`src/rtl/perf_counter_reader_pkg.sv`:
```
// Shared types for the performance-counter dump path: widths, header layout,
// dump FSM encodings and a helper that splits the counter bundle into words.
package perf_counter_reader_pkg;

  localparam int PERF_COUNTER_NUM = 10;
  localparam int DATA_PATH_WIDTH = 32;
  localparam logic [15:0] PERF_DUMP_HEADER_MAGIC = 16'hDB60;

  typedef logic [DATA_PATH_WIDTH-1:0] data_path_t;
  typedef logic [PERF_COUNTER_NUM*DATA_PATH_WIDTH-1:0] perf_counter_path_t;
  typedef data_path_t [PERF_COUNTER_NUM-1:0] perf_counter_words_t;

  typedef logic [1:0] perf_dump_state_t;
  localparam perf_dump_state_t ST_IDLE   = 2'd0;
  localparam perf_dump_state_t ST_HEADER = 2'd1;
  localparam perf_dump_state_t ST_BODY   = 2'd2;

  typedef struct packed {
    logic [15:0] magic;
    logic [7:0]  seq;
    logic [7:0]  count;
  } perf_dump_header_t;

  // Word 0 is the first-declared counter, which sits in the MSB slice.
  function automatic perf_counter_words_t flatten_perf_counters(input perf_counter_path_t path);
    perf_counter_words_t words;
    for (int i = 0; i < PERF_COUNTER_NUM; i++)
      words[i] = path[(PERF_COUNTER_NUM-1-i)*DATA_PATH_WIDTH +: DATA_PATH_WIDTH];
    return words;
  endfunction

endpackage

```
`src/rtl/perf_counter_reader_snapshot_reg.sv`:
```
// Shadow copy of the counter bundle, captured on load, with a word-select mux.
module perf_counter_reader_snapshot_reg
  import perf_counter_reader_pkg::*;
#(
  parameter int COUNTER_NUM = PERF_COUNTER_NUM,
  parameter int WORD_WIDTH  = DATA_PATH_WIDTH,
  parameter int IDX_W       = 4
) (
  input  logic                              clk,
  input  logic                              rstN,
  input  logic                              load,
  input  logic [COUNTER_NUM*WORD_WIDTH-1:0] perfCounter,
  input  logic [IDX_W-1:0]                  idx,
  output logic [WORD_WIDTH-1:0]             word
);

  logic [WORD_WIDTH-1:0] shadow [COUNTER_NUM];

  // Stored in dump order so the index selects directly.
  always_ff @(posedge clk or negedge rstN) begin
    if (!rstN) begin
      for (int i = 0; i < COUNTER_NUM; i++) shadow[i] <= '0;
    end else if (load) begin
      for (int i = 0; i < COUNTER_NUM; i++)
        shadow[i] <= perfCounter[(COUNTER_NUM-1-i)*WORD_WIDTH +: WORD_WIDTH];
    end
  end

  assign word = shadow[idx];

endmodule

```
`src/rtl/perf_counter_reader.sv`:
```
// Snapshots the core's performance counters on request and streams them out
// as a header word plus one word per counter over a valid/ready interface.
//
// state  | meaning
// IDLE   | waiting for snapshotReq; shadow register follows nothing
// HEADER | presenting {magic, seq, count}
// BODY   | presenting shadow word[idx]; last word carries outLast
module perf_counter_reader
  import perf_counter_reader_pkg::*;
#(
  parameter int          COUNTER_NUM  = PERF_COUNTER_NUM,
  parameter int          WORD_WIDTH   = DATA_PATH_WIDTH,
  parameter logic [15:0] HEADER_MAGIC = PERF_DUMP_HEADER_MAGIC
) (
  input  logic                              clk,
  input  logic                              rstN,
  input  logic [COUNTER_NUM*WORD_WIDTH-1:0] perfCounter,
  input  logic                              snapshotReq,
  output logic                              outValid,
  input  logic                              outReady,
  output logic [WORD_WIDTH-1:0]             outData,
  output logic                              outLast,
  output logic                              busy,
  output logic                              overrun,
  output logic [7:0]                        seqNum
);

  localparam int IDX_W = (COUNTER_NUM > 1) ? $clog2(COUNTER_NUM) : 1;
  localparam logic [IDX_W-1:0] LAST_IDX = IDX_W'(COUNTER_NUM - 1);

  perf_dump_state_t  state;
  logic [IDX_W-1:0]  idx;
  logic [WORD_WIDTH-1:0] sel_word;
  perf_dump_header_t hdr;
  logic              load;

  assign load = (state == ST_IDLE) && snapshotReq;

  perf_counter_reader_snapshot_reg #(
    .COUNTER_NUM(COUNTER_NUM),
    .WORD_WIDTH (WORD_WIDTH),
    .IDX_W      (IDX_W)
  ) u_snapshot (
    .clk        (clk),
    .rstN       (rstN),
    .load       (load),
    .perfCounter(perfCounter),
    .idx        (idx),
    .word       (sel_word)
  );

  // Requests arriving outside IDLE, including on the final handshake, are dropped.
  always_ff @(posedge clk or negedge rstN) begin
    if (!rstN) begin
      state   <= ST_IDLE;
      idx     <= '0;
      seqNum  <= 8'd0;
      overrun <= 1'b0;
    end else begin
      if (snapshotReq && (state != ST_IDLE)) overrun <= 1'b1;
      case (state)
        ST_IDLE: begin
          if (snapshotReq) state <= ST_HEADER;
        end
        ST_HEADER: begin
          if (outReady) begin
            seqNum <= seqNum + 8'd1;
            idx    <= '0;
            state  <= ST_BODY;
          end
        end
        ST_BODY: begin
          if (outReady) begin
            if (idx == LAST_IDX) begin
              idx   <= '0;
              state <= ST_IDLE;
            end else begin
              idx <= idx + 1'b1;
            end
          end
        end
        default: state <= ST_IDLE;
      endcase
    end
  end

  assign hdr.magic = HEADER_MAGIC;
  assign hdr.seq   = seqNum;
  assign hdr.count = 8'(COUNTER_NUM);

  // Outputs decode from registered state only, so they stay put across stalls.
  always_comb begin
    outData = '0;
    case (state)
      ST_HEADER: outData = WORD_WIDTH'(hdr);
      ST_BODY:   outData = sel_word;
      default:   outData = '0;
    endcase
  end

  assign busy     = (state != ST_IDLE);
  assign outValid = busy;
  assign outLast  = (state == ST_BODY) && (idx == LAST_IDX);

endmodule

```
`config.mk`:
```
export PLATFORM = sky130hd
export DESIGN_NAME = perf_counter_reader
export DESIGN_NICKNAME = d
export VERILOG_FILES = /design/src/rtl/perf_counter_reader_pkg.sv /design/src/rtl/perf_counter_reader_snapshot_reg.sv /design/src/rtl/perf_counter_reader.sv
export SDC_FILE = /design/constraint.sdc
export NUM_CORES = 1
export LEC_CHECK = 0
export BUFFER_PORTS_ARGS = -buffer_cell sky130_fd_sc_hd__buf_2
export CORE_MARGIN = 2
export CORE_UTILIZATION = 40
export DETAILED_ROUTE_END_ITERATION = 7
export GPL_TIMING_DRIVEN = 0
export PLACE_DENSITY_LB_ADDON = 0.08
export SLEW_MARGIN = 20
export SYNTH_ARGS = -nofsm -noshare
export SYNTH_HDL_FRONTEND = slang
export SYNTH_SLANG_ARGS = --single-unit
```
`constraint.sdc`:
```
create_clock -name clk -period 2.6 [get_ports clk]
set_input_delay 0.26 -clock clk [delete_from_list [all_inputs] [get_ports clk]]
set_output_delay 0.26 -clock clk [all_outputs]
set_load 0.05 [all_outputs]
```
**After elaboration in Yosys (flattened, before gate mapping)**

Index checks and enable logic that the tools add are counted.

- Input bits: 324
- Logic and storage cells: 47
- Memories kept: 0
- Bits in read-only memories: 0
- Output and inout port bits: 44
- Memory bits (writable): 0
- Latch bits: 0
- Bits in registers: 335

- Bitwise logic cells: 1
- Shift-type cells: 0
- Eq/ne operators: 7
- Muxes and demuxes: 13
- Divide/modulo/power cells: 0
- $add $sub $neg: 2
- Multiply operators: 0
- Reductions and logical operators: 9
- Magnitude comparators: 1

Operators with widths:

| operator | count |
|---|---|
| binary-select mux 32 bit (select 4 bit) | 1 |
| 2-to-1 mux 32 bit | 2 |
| one-hot mux 32 bit (2 select lines) | 1 |
| 2-to-1 mux 4 bit | 3 |
| adder 8 x 1 -> 8 bit (second input constant) | 1 |
| 2-to-1 mux 2 bit | 4 |
| != test 2 bit (second input constant) | 4 |
| one-hot mux 4 bit (2 select lines) | 1 |
| one-hot mux 2 bit (3 select lines) | 1 |
| >= comparator 5 bit (second input constant) | 1 |
| NOT 4 -> 5 bit | 1 |
| adder 4 x 1 -> 4 bit (second input constant) | 1 |
| equality test 4 bit (second input constant) | 1 |
| AND reduction 4 bit | 1 |
| nonzero test 2 bit | 2 |
| logical AND 1 bit | 3 |
| AND reduction 3 bit | 1 |
| equality test 2 x 1 -> 1 bit (second input constant) | 1 |
| equality test 2 bit (second input constant) | 1 |
| logical NOT 2 bit | 1 |
| AND reduction 2 bit | 1 |

**Longest topological paths before layout**

- Depth in word-level cells: 5
- Mapped depth: 8

**Hierarchy**

From an unflattened synthesis, not the netlist that was laid out.

- Cell total of the unflattened synthesis: 1100
- Area, all modules: 15770.1 um2

Modules (own cells, without submodules):

| module | seq. area each (um2) | times used | cells an instance | area an instance (um2) |
|---|---|---|---|---|
| perf_counter_reader_snapshot_reg | 8007.7 | 1 | 970 | 14594.0 |
| perf_counter_reader | 375.4 | 1 | 130 | 1176.1 |

**Least setup slack after synthesis**

No wires, ideal clock.

- Path kind: register to output
- Start: reg state[0]
- End: out outData[17]
- Required time: 2.340 ns
- Arrival: 2.133 ns
- Cell stages (with the launch flop): 8
- Setup slack: 0.207 ns
- Cell sequence: dfrtp_1 > inv_1 > ha_1 > clkbuf_1 > and3_1 > buf_2 > o2111ai_1 > o22ai_1

- Cells in the longest elaborated chain, start to end: 2
- Elaborated cells on any way between the ends: 3
- Classes of those cells: eq/ne: 2; mux: 1

RTL lines:

| element | line | text |
|---|---|---|
| start, declared | perf_counter_reader.sv:31 | `perf_dump_state_t state;` |
| start signal, assigned | perf_counter_reader.sv:55 | `state <= ST_IDLE;` |
| start signal, assigned | perf_counter_reader.sv:63 | `if (snapshotReq) state <= ST_HEADER;` |
| start signal, assigned | perf_counter_reader.sv:69 | `state <= ST_BODY;` |
| equality test 2 bit or equality test 2 x 1 -> 1 bit (tied branches) | perf_counter_reader.sv:94 | `case (state)` |
| one-hot mux 32 bit (2 select lines) * | perf_counter_reader.sv:94 |  |
| end, declared | perf_counter_reader.sv:21 | `output logic [WORD_WIDTH-1:0] outData,` |

Every way passes the cells marked *; elsewhere a longest branch is shown, timed or not.

**Worst setup path after layout**

- Start: reg state[0]
- End: out outData[6]

Same word-level chain as after synthesis.

==> impl_metrics.py <==
metrics = {
    "outcome": {
        "status": "finished with violations",
        "failed_checks": "setup timing",
    },
    "floorplan": {
        "boundaryPins": 368,
        "rows": 72,
        "core_region_area_um2": 38400,
        "dieArea_um2": 40200,
        "die_y_um": 201,
        "initial_core_util_pct": 40.3,
        "die_width_um": 201,
    },
    "final_layout": {
        "area_growth_pct": 53.5,
        "stdcell_area_um2": 23700,
        "n_fill_cell": 3158,
        "drive_gt1_share_pct": 49.7,
        "nets": 2219,
    },
    "clock_network": {
        "root_buffer": "clkbuf_16",
        "clock_sinks": 335,
        "cts_tree": "yes",
        "clockBufferDepth": 3,
        "clk_pin_slew_ps": 60,
        "htreeDepth": 2,
        "cts_inserted_buffers": 40,
        "clock_latency_ps": 550,
    },
    "critical_path": {
        "reg2reg_depth": 6,
        "worst_ep_arrival_time_ps": 2370,
        "rrSetupSlack_ps": 350,
        "path_class": "register to output port",
        "crit_path_end_kind": "output port",
        "crit_path_start_kind": "register",
        "reg2reg_from": "state[0]$_DFFE_PN0P_",
        "r2r-end": "u_snapshot.shadow[201]$_DFFE_PN0P_",
        "worstPathMaxFanout": 5,
        "critical_path_required_ps": 2340,
        "setup.worst_path.start": "state[0]$_DFFE_PN0P_",
        "crit_end": "outData[6]",
    },
    "timing": {
        "layout_setup_ws_ps": -30.4,
        "rsz0062_at_grt": "yes",
        "fin_crit_sh_pct": 101,
        "fmax_mhz": 380,
        "fin_skew_ps": 10.9,
        "finalSetupViolations": 8,
        "min_period_ps": 2630,
        "holdWs_ps": 74.7,
        "drv_slew": 0,
        "max_slew_margin_pct": 55.1,
        "worst_pin_slew_ps": 674,
        "hold_violations": 0,
    },
    "yosys": {
        "yosysMostFrequentCell": "mux2_2",
        "synth_seq_cells": 335,
        "ys_seq_area_share_pct": 54.2,
        "synth-edff-count": 0,
        "synth_cells": 1134,
        "synthMuxAreaShare_pct": 33.2,
        "synth.cell_area_um2": 15500,
        "synthTopCellsByCount": "346 x mux2_2, 335 x dfrtp_1, 123 x mux2i_1, 55 x nand2_1, 53 x buf_2",
        "synthSimpleGateAreaFrac_pct": 3.58,
        "ys_warn_count": 0,
        "async_flop_share_pct": 100,
        "synth_cell_types": 43,
        "yosys.area_share.adder_pct": 0.567,
        "synthFlopType": "dfrtp_1",
        "syn_nets": 1465,
        "syn_area_per_cell_um2": 13.6,
        "synth_top_area_cell": "dfrtp_1",
        "synth_top_area_share_pct": 54.2,
        "synth_compound_area_share_pct": 5.02,
        "ys_top_cells_by_area": "dfrtp_1 54%, mux2_2 25%, mux2i_1 8.0%",
        "synth_top_family_by_area": "multiplexers",
        "synth-xor-area-share_pct": 0.397,
    },
    "place": {
        "place_area_um2": 18100,
        "dp_slack_ps": -275,
        "port_buffers": 367,
        "finalWeightedCongestion": 0.799,
        "dpl.hpwl_um": 38600,
    },
    "global_route": {
        "grt_max_degree": 84,
        "grt_overflow_total": 0,
        "grt_util_all_layers_pct": 27.4,
        "grt_pass1_wl_um": 82700,
        "grt_antenna_before_repair": 3,
        "grt_pass1_vias": 13500,
    },
    "route": {
        "postRouteAntennaNets": 0,
        "avgRoutedWirePerCell_um": 22.6,
        "first_pass_iters": 5,
        "vias": 12300,
        "drcViolationCount": 0,
        "wl_um": 55100,
        "first_iter_violations": 586,
        "viasPerCell": 5.05,
    },
    "pwr": {
        "p_leak_nw": 10.4,
        "peakVddDrop_mv": 0.870,
        "power_density_nw_per_um2": 1120,
    },
    "hold_path": {
        "hold_class": "input pin to register",
        "min_from": "outReady",
    },
    "flow_run": {
        "maxCapViolCount": 0,
    },
}
## routing by layer
metal / global-route usage, % / vias up / wire length [um]
met5: 0 / - / 11
li1: - / 5633 / -
met4: 9.23 / 2 / 1580
met2: 46.6 / 344 / 27000
met1: 35.1 / 6240 / 23900
met3: 5.55 / 70 / 2610
## metrics by stage
stage	total power, mW	setup TNS (ps)	instances	utilization (%)
after detailed placement	19.2	-2140	2023	47.1
final	26.5	-136	2435	61.8
after global placement	18.9	-1881600	2019	46.7
after global routing	28.0	-1450	2434	61.8
after CTS	26.2	-791	2422	60.9
after floorplan	16.1	0	1134	-
## where the power goes
part	internal, mW	switching (mW)
clock	3.49	2.18
combinational	5.72	5.84
sequential	7.87	1.45
total	17.1	9.47
## worst max-delay path, cell delays in order (launching register included)
cell and delay (ps):
dfrtp_1 380, inv_2 80, ha_4 300, and3_4 280, buf_12 170, o2111ai_4 200, o22ai_2 220, buf_6 180
## flip-flops by register name, summed over array words and instances (netlist names)
name               flops
u_snapshot.shadow    320
seqNum                 8
idx                    4
state                  2
overrun                1
## cell type report
cell class / count / area (um2) / area share (%)
inverters: 7 / 30.0 / 0.127
clock inverters: 5 / 100 / 0.422
well taps: 518 / 648 / 2.73
plain buffers: 76 / 624 / 2.63
clock buffers: 63 / 1220 / 5.14
diodes: 3 / 7.51 / 0.0316
multi-input cells: 714 / 7200 / 30.3
flip-flops and latches: 335 / 8380 / 35.3
repair buffers: 714 / 5520 / 23.3
## what timing repair did
item                                    4_1_cts  5_1_grt
endpoints found under the setup margin       34       33
endpoints found under the hold margin       402        0
setup buffers                                10       10
gates resized for setup                     150       67
cloned                                        2        0
pin swaps                                    32       22
hold buffers                                322        0
## cell usage in the layout, fill, tap and decap left out, types with 12 or more instances in the layout
cell type      netlist  final
buf_4               13     43
a21oi_1             31     18
o22ai_1             27     14
buf_2               53    367
a21oi_2              0     13
mux2i_1            123    114
mux2_2             346    346
a22oi_1             26     12
and2_1              15     14
a22oi_2              0     14
o2111ai_4            0     13
nand3_1             23     16
dlygate4sd3_1        0    322
clkbuf_1             7     16
clkbuf_16            0     41
nand2_1             55     53
dfrtp_1            335    335
buf_6                4     35
## worst min path at each step
stage | to | depth (start not counted)
final | seqNum[2]$_DFFE_PN0P_ | 3
after global placement | overrun$_DFFE_PN0P_ | 1
after floorplan | idx[0]$_DFFE_PN0P_ | 0
after CTS | seqNum[2]$_DFFE_PN0P_ | 3
after detailed placement | u_snapshot.shadow[187]$_DFFE_PN0P_ | 1
after global routing | seqNum[2]$_DFFE_PN0P_ | 3
## logic make-up (layout without fill, tap and decap cells)
family	count (synthesis)	after routing
AO/OA/AOI/OAI	117	117
XOR/XNOR	7	7
adder cells (fa/ha/maj)	7	7
buffers and inverters	86	865
flip-flops	335	335
multiplexers	469	469
other	0	3
AND/OR/NAND/NOR	113	114
(Power assumes the default switching activity.)
